[src/rtl/fpcvt_pkg.sv]
`default_nettype none
// ============================================================================
//  Module   : fpcvt_pkg
//  Purpose  : Shared widths and controller state encoding for the fixed-to-
//             float converter and its two-requester arbiter.
//  Revision : 1.0  initial release
// ============================================================================
package fpcvt_pkg;

  localparam int D_W = 12;  // two's-complement sample width
  localparam int E_W = 3;   // exponent width
  localparam int F_W = 4;   // mantissa width (leading one kept explicitly)

  typedef enum logic [1:0] {
    ST_IDLE = 2'd0,
    ST_CONV = 2'd1,
    ST_HOLD = 2'd2
  } state_t;

endpackage
`default_nettype wire

[src/rtl/fpcvt.sv]
`default_nettype none
// ============================================================================
//  Module   : fpcvt
//  Purpose  : Combinational 12-bit two's-complement to S/E3/F4 conversion
//             with round-half-up on the bit below F and saturation at E=7.
//  Revision : 1.0  initial release
// ============================================================================
module fpcvt
  import fpcvt_pkg::*;
(
  input  logic [D_W-1:0] D,
  output logic           S,
  output logic [E_W-1:0] E,
  output logic [F_W-1:0] F
);

  logic [D_W-1:0] mag;
  logic [3:0]     lz;
  logic [4:0]     norm;   // leading four bits after normalisation plus round bit
  logic [4:0]     fr;     // rounded mantissa with carry-out

  // Magnitude, leading-zero count and rounded normalised mantissa
  always_comb begin
    S    = D[D_W-1];
    mag  = D;
    lz   = 4'd12;
    norm = '0;
    fr   = '0;
    E    = '0;
    F    = '0;

    // -2048 has no positive counterpart in 12 bits, so it saturates
    if (D[D_W-1]) begin
      mag = (D == 12'h800) ? 12'h7FF : -D;
    end

    // Ascending scan: the highest set bit is the last to write lz
    for (int i = 0; i < D_W; i++) begin
      if (mag[i]) lz = 4'(11 - i);
    end

    norm = 5'((mag << lz) >> 7);

    if (lz >= 4'd8) begin
      // Subnormal-like range: no implicit leading one, no rounding bit
      E = '0;
      F = mag[F_W-1:0];
    end else begin
      fr = {1'b0, norm[4:1]} + {4'b0000, norm[0]};
      if (fr[4]) begin
        if (lz == 4'd1) begin
          E = 3'd7;
          F = 4'hF;
        end else begin
          E = 3'(4'd9 - lz);
          F = 4'h8;
        end
      end else begin
        E = 3'(4'd8 - lz);
        F = fr[F_W-1:0];
      end
    end
  end

endmodule
`default_nettype wire

[src/rtl/fpcvt_arb.sv]
`default_nettype none
// ============================================================================
//  Module   : fpcvt_arb
//  Purpose  : Round-robin arbiter for two requesters feeding one fpcvt
//             converter; result held with valid/ready handshake.
//  Revision : 1.0  initial release
// ============================================================================
module fpcvt_arb
  import fpcvt_pkg::*;
#(
  parameter int CNT_W = 8
) (
  input  logic             clk,
  input  logic             rst_n,
  input  logic             req0,
  input  logic             req1,
  input  logic [D_W-1:0]   d0,
  input  logic [D_W-1:0]   d1,
  output logic             gnt0,
  output logic             gnt1,
  output logic             out_valid,
  input  logic             out_ready,
  output logic             out_id,
  output logic             S,
  output logic [E_W-1:0]   E,
  output logic [F_W-1:0]   F,
  output logic [CNT_W-1:0] done_cnt
);

  state_t         state, state_nxt;
  logic           last;      // index granted most recently
  logic           win;       // index that would be granted this cycle
  logic           take;      // a sample is captured this cycle
  logic [D_W-1:0] d_reg;
  logic           id_reg;
  logic           cvt_s;
  logic [E_W-1:0] cvt_e;
  logic [F_W-1:0] cvt_f;

  fpcvt u_fpcvt (
    .D (d_reg),
    .S (cvt_s),
    .E (cvt_e),
    .F (cvt_f)
  );

  // Round-robin choice: on a tie the requester not granted last wins
  always_comb begin
    win = (req0 & req1) ? ~last : req1;
  end

  // State register
  always_ff @(posedge clk or negedge rst_n) begin
    if (!rst_n) state <= ST_IDLE;
    else        state <= state_nxt;
  end

  // Next-state logic
  always_comb begin
    state_nxt = state;
    case (state)
      ST_IDLE: if (req0 | req1) state_nxt = ST_CONV;
      ST_CONV: state_nxt = ST_HOLD;
      ST_HOLD: if (out_ready) state_nxt = ST_IDLE;
      default: state_nxt = ST_IDLE;
    endcase
  end

  // Grant pulses; gated by rst_n so reset silences them immediately
  always_comb begin
    take = (state == ST_IDLE) & (req0 | req1) & rst_n;
    gnt0 = take & ~win;
    gnt1 = take & win;
  end

  // Capture, result registers and completion counter
  always_ff @(posedge clk or negedge rst_n) begin
    if (!rst_n) begin
      last      <= 1'b1;
      d_reg     <= '0;
      id_reg    <= 1'b0;
      out_valid <= 1'b0;
      out_id    <= 1'b0;
      S         <= 1'b0;
      E         <= '0;
      F         <= '0;
      done_cnt  <= '0;
    end else begin
      if (take) begin
        d_reg  <= win ? d1 : d0;
        id_reg <= win;
        last   <= win;
      end
      if (state == ST_CONV) begin
        S         <= cvt_s;
        E         <= cvt_e;
        F         <= cvt_f;
        out_id    <= id_reg;
        out_valid <= 1'b1;
      end
      if ((state == ST_HOLD) && out_valid && out_ready) begin
        out_valid <= 1'b0;
        done_cnt  <= done_cnt + {{(CNT_W-1){1'b0}}, 1'b1};
      end
    end
  end

endmodule
`default_nettype wire

[config.mk]
export PLATFORM = sky130hd
export DESIGN_NAME = fpcvt_arb
export DESIGN_NICKNAME = d
export VERILOG_FILES = /design/src/rtl/fpcvt_pkg.sv /design/src/rtl/fpcvt.sv /design/src/rtl/fpcvt_arb.sv
export SDC_FILE = /design/constraint.sdc
export NUM_CORES = 1
export LEC_CHECK = 0
export CAP_MARGIN = 0
export CORE_MARGIN = 4
export CORE_UTILIZATION = 45
export CTS_CLUSTER_SIZE = 10
export DETAILED_ROUTE_END_ITERATION = 7
export PLACE_DENSITY = 0.76
export SETUP_SLACK_MARGIN = 0.02
export SLEW_MARGIN = 30
export SYNTH_ARGS = -nofsm -noshare
export SYNTH_HDL_FRONTEND = slang
export SYNTH_SLANG_ARGS = --single-unit
[constraint.sdc]
create_clock -name clk -period 4 [get_ports clk]
set_input_delay 0.8 -clock clk [delete_from_list [all_inputs] [get_ports clk]]
set_output_delay 0.8 -clock clk [all_outputs]
set_load 0.01 [all_outputs]
==> results.py <==
metrics = {
    "setup_path": {
        "worstSetupEndpointType": "register",
        "cp-start-kind": "register",
        "max_stage_delay_ns": 0.65,
        "critical_path_class": "register to register",
        "cp_slowest_cell": "or4b_4",
        "required_ns": 4.22,
        "worst-path-max-fanout": 10,
        "critical_path.most_common_cell": "a21oi_1",
        "worstPathCellList": "or4b_4, o31a_1, o21ai_4, o21ai_0, a31o_2, inv_2, mux2i_2, nand2_1, a21oi_1, a31oi_1, ha_1, ha_4, nor3_1, a211oi_1, a21oi_1",
        "worst-endpoint-arrival_ns": 4.00,
    },
    "finish": {
        "nNetsFinal": 408,
        "fillers": 453,
        "fin_area_mm2": 0.003481,
        "largest_reg_flops": 12,
        "instances_no_fill": 446,
        "area_growth_pct": 29.70,
        "num_antenna_cells": 0,
        "layout-drive-gt1-share": 0.1524,
        "final_cell_mix": "48 x nand2_1, 48 x clkdlybuf4s50_1, 32 x dfrtp_1, 28 x nor2_1, 25 x o21ai_0",
    },
    "synthesis": {
        "ys_seq_elements": 34,
        "yosysUniqueCellTypes": 68,
        "async_flop_share": 1.000,
        "yosys_warnings": 0,
        "syn-cell-area_mm2": 0.002684,
        "synth_fp_nets": 353,
        "synth_edf_count": 0,
        "syn_inst": 318,
        "seq_area_frac_synth": 0.3175,
        "avgSynthCellArea_um2": 8.440,
        "synth_ff_type": "dfrtp_1",
    },
    "sta": {
        "setup_ws_ns": 0.2193,
        "finalSetupViolCount": 0,
        "fin_crit_ns": 3.781,
        "worstMarginPinSlew_ns": 0.7739,
        "slew-limit-headroom": 0.4828,
        "rsz0062_at_grt": "no",
        "drv_slew": 0,
        "finClkSkew_ns": 0.009508,
        "hold_viol_final": 0,
        "max_freq_mhz": 264.5,
        "fin_tns_setup_ns": 0,
        "fin_crit_sh": 0.9452,
    },
    "global_routing": {
        "track_usage": 0.1962,
        "grt-ovfl-total": 0,
        "grt_first_pass_wirelength_mm": 11.78,
        "antenna_found_initial": 0,
        "grt_pass1_vias": 2604,
        "grt_start_max_net_pins": 35,
    },
    "clock_network": {
        "htree_levels": 2,
        "clk_pin_slew_ns": 0.08,
        "numCtsBuffers": 5,
        "cts_tree": "built",
        "clk_latency_ns": 0.29,
        "clock_sinks": 34,
        "clock_path_buffers": 2,
        "cts.hold.buffers_added": 0,
        "cts-root-buf": "clkbuf_8",
    },
    "place": {
        "dp_hpwl_mm": 5.193,
        "placed_cells": 436,
        "place.gp.congestion": 0.9241,
        "dpl_cell_area_mm2": 0.003288,
        "portBuffers": 48,
        "pre_cts_ws_ns": 0.06161,
    },
    "drt": {
        "wl_per_cell_um": 15.66,
        "ant_nets": 0,
        "vias": 2644,
        "viasPerCell": 5.928,
        "drcViolationCount": 0,
        "firstDrtPassIters": 5,
        "finalWirelength_mm": 6.983,
        "first_iter_violations": 209,
    },
    "floorplanning": {
        "rows": 27,
        "initial_core_util": 0.4757,
        "coreArea_mm2": 0.005642,
        "io_pins": 49,
        "die_w_um": 85.23,
        "die-area_mm2": 0.007263,
        "die_y_um": 85.23,
    },
    "job": {
        "cap_violations": 0,
    },
    "pwr": {
        "p_leak_nw": 1.464,
        "p_per_area_mw_per_mm2": 1080,
        "peakVddDrop_v": 0.0004360,
    },
    "status": {
        "status": "complete, no violations",
    },
    "min_path": {
        "hp-class": "register to register",
    },
}
[final cells by class]
cell class,instances,area [µm²],area share
Timing Repair Buffer,66,615.6,0.1769
Sequential cell,34,853.3,0.2451
Tap cell,72,90.09,0.02588
Clock inverter,3,68.82,0.01977
Multi-Input combinational cell,254,1739,0.4996
Clock buffer,5,68.82,0.01977
Inverter,12,45.04,0.01294
[cells in the mapped netlist, types with 3 or more instances]
cell / n / area share
xnor2_1: 9 / 0.029
dfrtp_1: 33 / 0.31
o211ai_1: 6 / 0.017
and2_1: 3 / 0.0070
nor3_1: 6 / 0.011
o22ai_1: 3 / 0.0070
ha_1: 6 / 0.028
inv_1: 11 / 0.015
or3_1: 3 / 0.0070
and3_1: 4 / 0.0093
nor2_1: 28 / 0.039
xor2_1: 3 / 0.0098
o21ai_0: 25 / 0.047
nand2_1: 48 / 0.067
a21o_1: 3 / 0.0084
clkbuf_1: 12 / 0.017
nand3_1: 10 / 0.019
o211ai_2: 3 / 0.014
nand2b_1: 3 / 0.0070
a21oi_1: 11 / 0.021
a31oi_1: 6 / 0.014
nor3_2: 3 / 0.011
buf_2: 3 / 0.0056
mux2i_1: 20 / 0.075
nand4_1: 4 / 0.0093
[logic make-up (layout without fill, tap and decap cells)]
| family | Yosys count | after routing | share of synthesized area |
|---|---|---|---|
| AND/OR/NAND/NOR | 123 | 123 | 0.2252 |
| AO/OA/AOI/OAI | 92 | 92 | 0.2625 |
| flip-flops | 34 | 34 | 0.3175 |
| buffers and inverters | 30 | 86 | 0.04895 |
| multiplexers | 21 | 21 | 0.07879 |
| XOR/XNOR | 12 | 12 | 0.03916 |
| adder cells (fa/ha/maj) | 6 | 6 | 0.02797 |
[final timing paths]
path                                from       end  slack [ns]  cells past startpoint
max in group asynchronous          rst_n      last        2.64                      2
worst max-delay path            d_reg[3]      F[2]        0.22                     15
min in group asynchronous          rst_n  d_reg[6]        1.01                      2
worst max register to register  d_reg[3]      F[2]        0.22                     15
worst min register to register      last      last        0.47                      2
worst min-delay path                last      last        0.47                      2
[through the flow]
stage / hold slack [ns] / power, mW / util
3_3_place_gp: 0.4486 / 3.110 / 0.5828
2_1_floorplan: 0.4386 / 2.509 / -
5_1_grt: 0.4913 / 4.092 / 0.6170
3_5_place_dp: 0.4626 / 3.182 / 0.5828
4_1_cts: 0.4742 / 3.596 / 0.6075
6_report: 0.4722 / 3.759 / 0.6170
[metal layers]
| metal | GRT usage | up-vias | part of all wire |
|---|---|---|---|
| li1 | - | 1274 | - |
| met1 | 0.2619 | 1234 | 0.43 |
| met2 | 0.3199 | 122 | 0.49 |
| met3 | 0.04272 | 14 | 0.065 |
| met4 | 0.05468 | 0 | 0.016 |
| met5 | 0 | - | 0 |
[worst max-delay path: cells and delay by family, from the launching register on]
family          cells  cell delay (ns)
buf+inv             1             0.14
mux                 1             0.26
flops               1             0.55
compound gates      8             1.38
fa+ha+maj           2             0.45
simple gates        3             0.93
[what timing repair did]
| action | in CTS | in global routing |
|---|---|---|
| setup endpoints to repair | 1 | 7 |
| buffers inserted | 0 | 2 |
| resized for setup | 1 | 8 |
[report_power, final]
part | internal, mW | switching [mW] | total [mW]
clock | 0.250 | 0.138 | 0.388
combinational | 1.19 | 1.49 | 2.68
sequential | 0.495 | 0.199 | 0.693
total | 1.93 | 1.83 | 3.76
(Power assumes the default switching activity.)
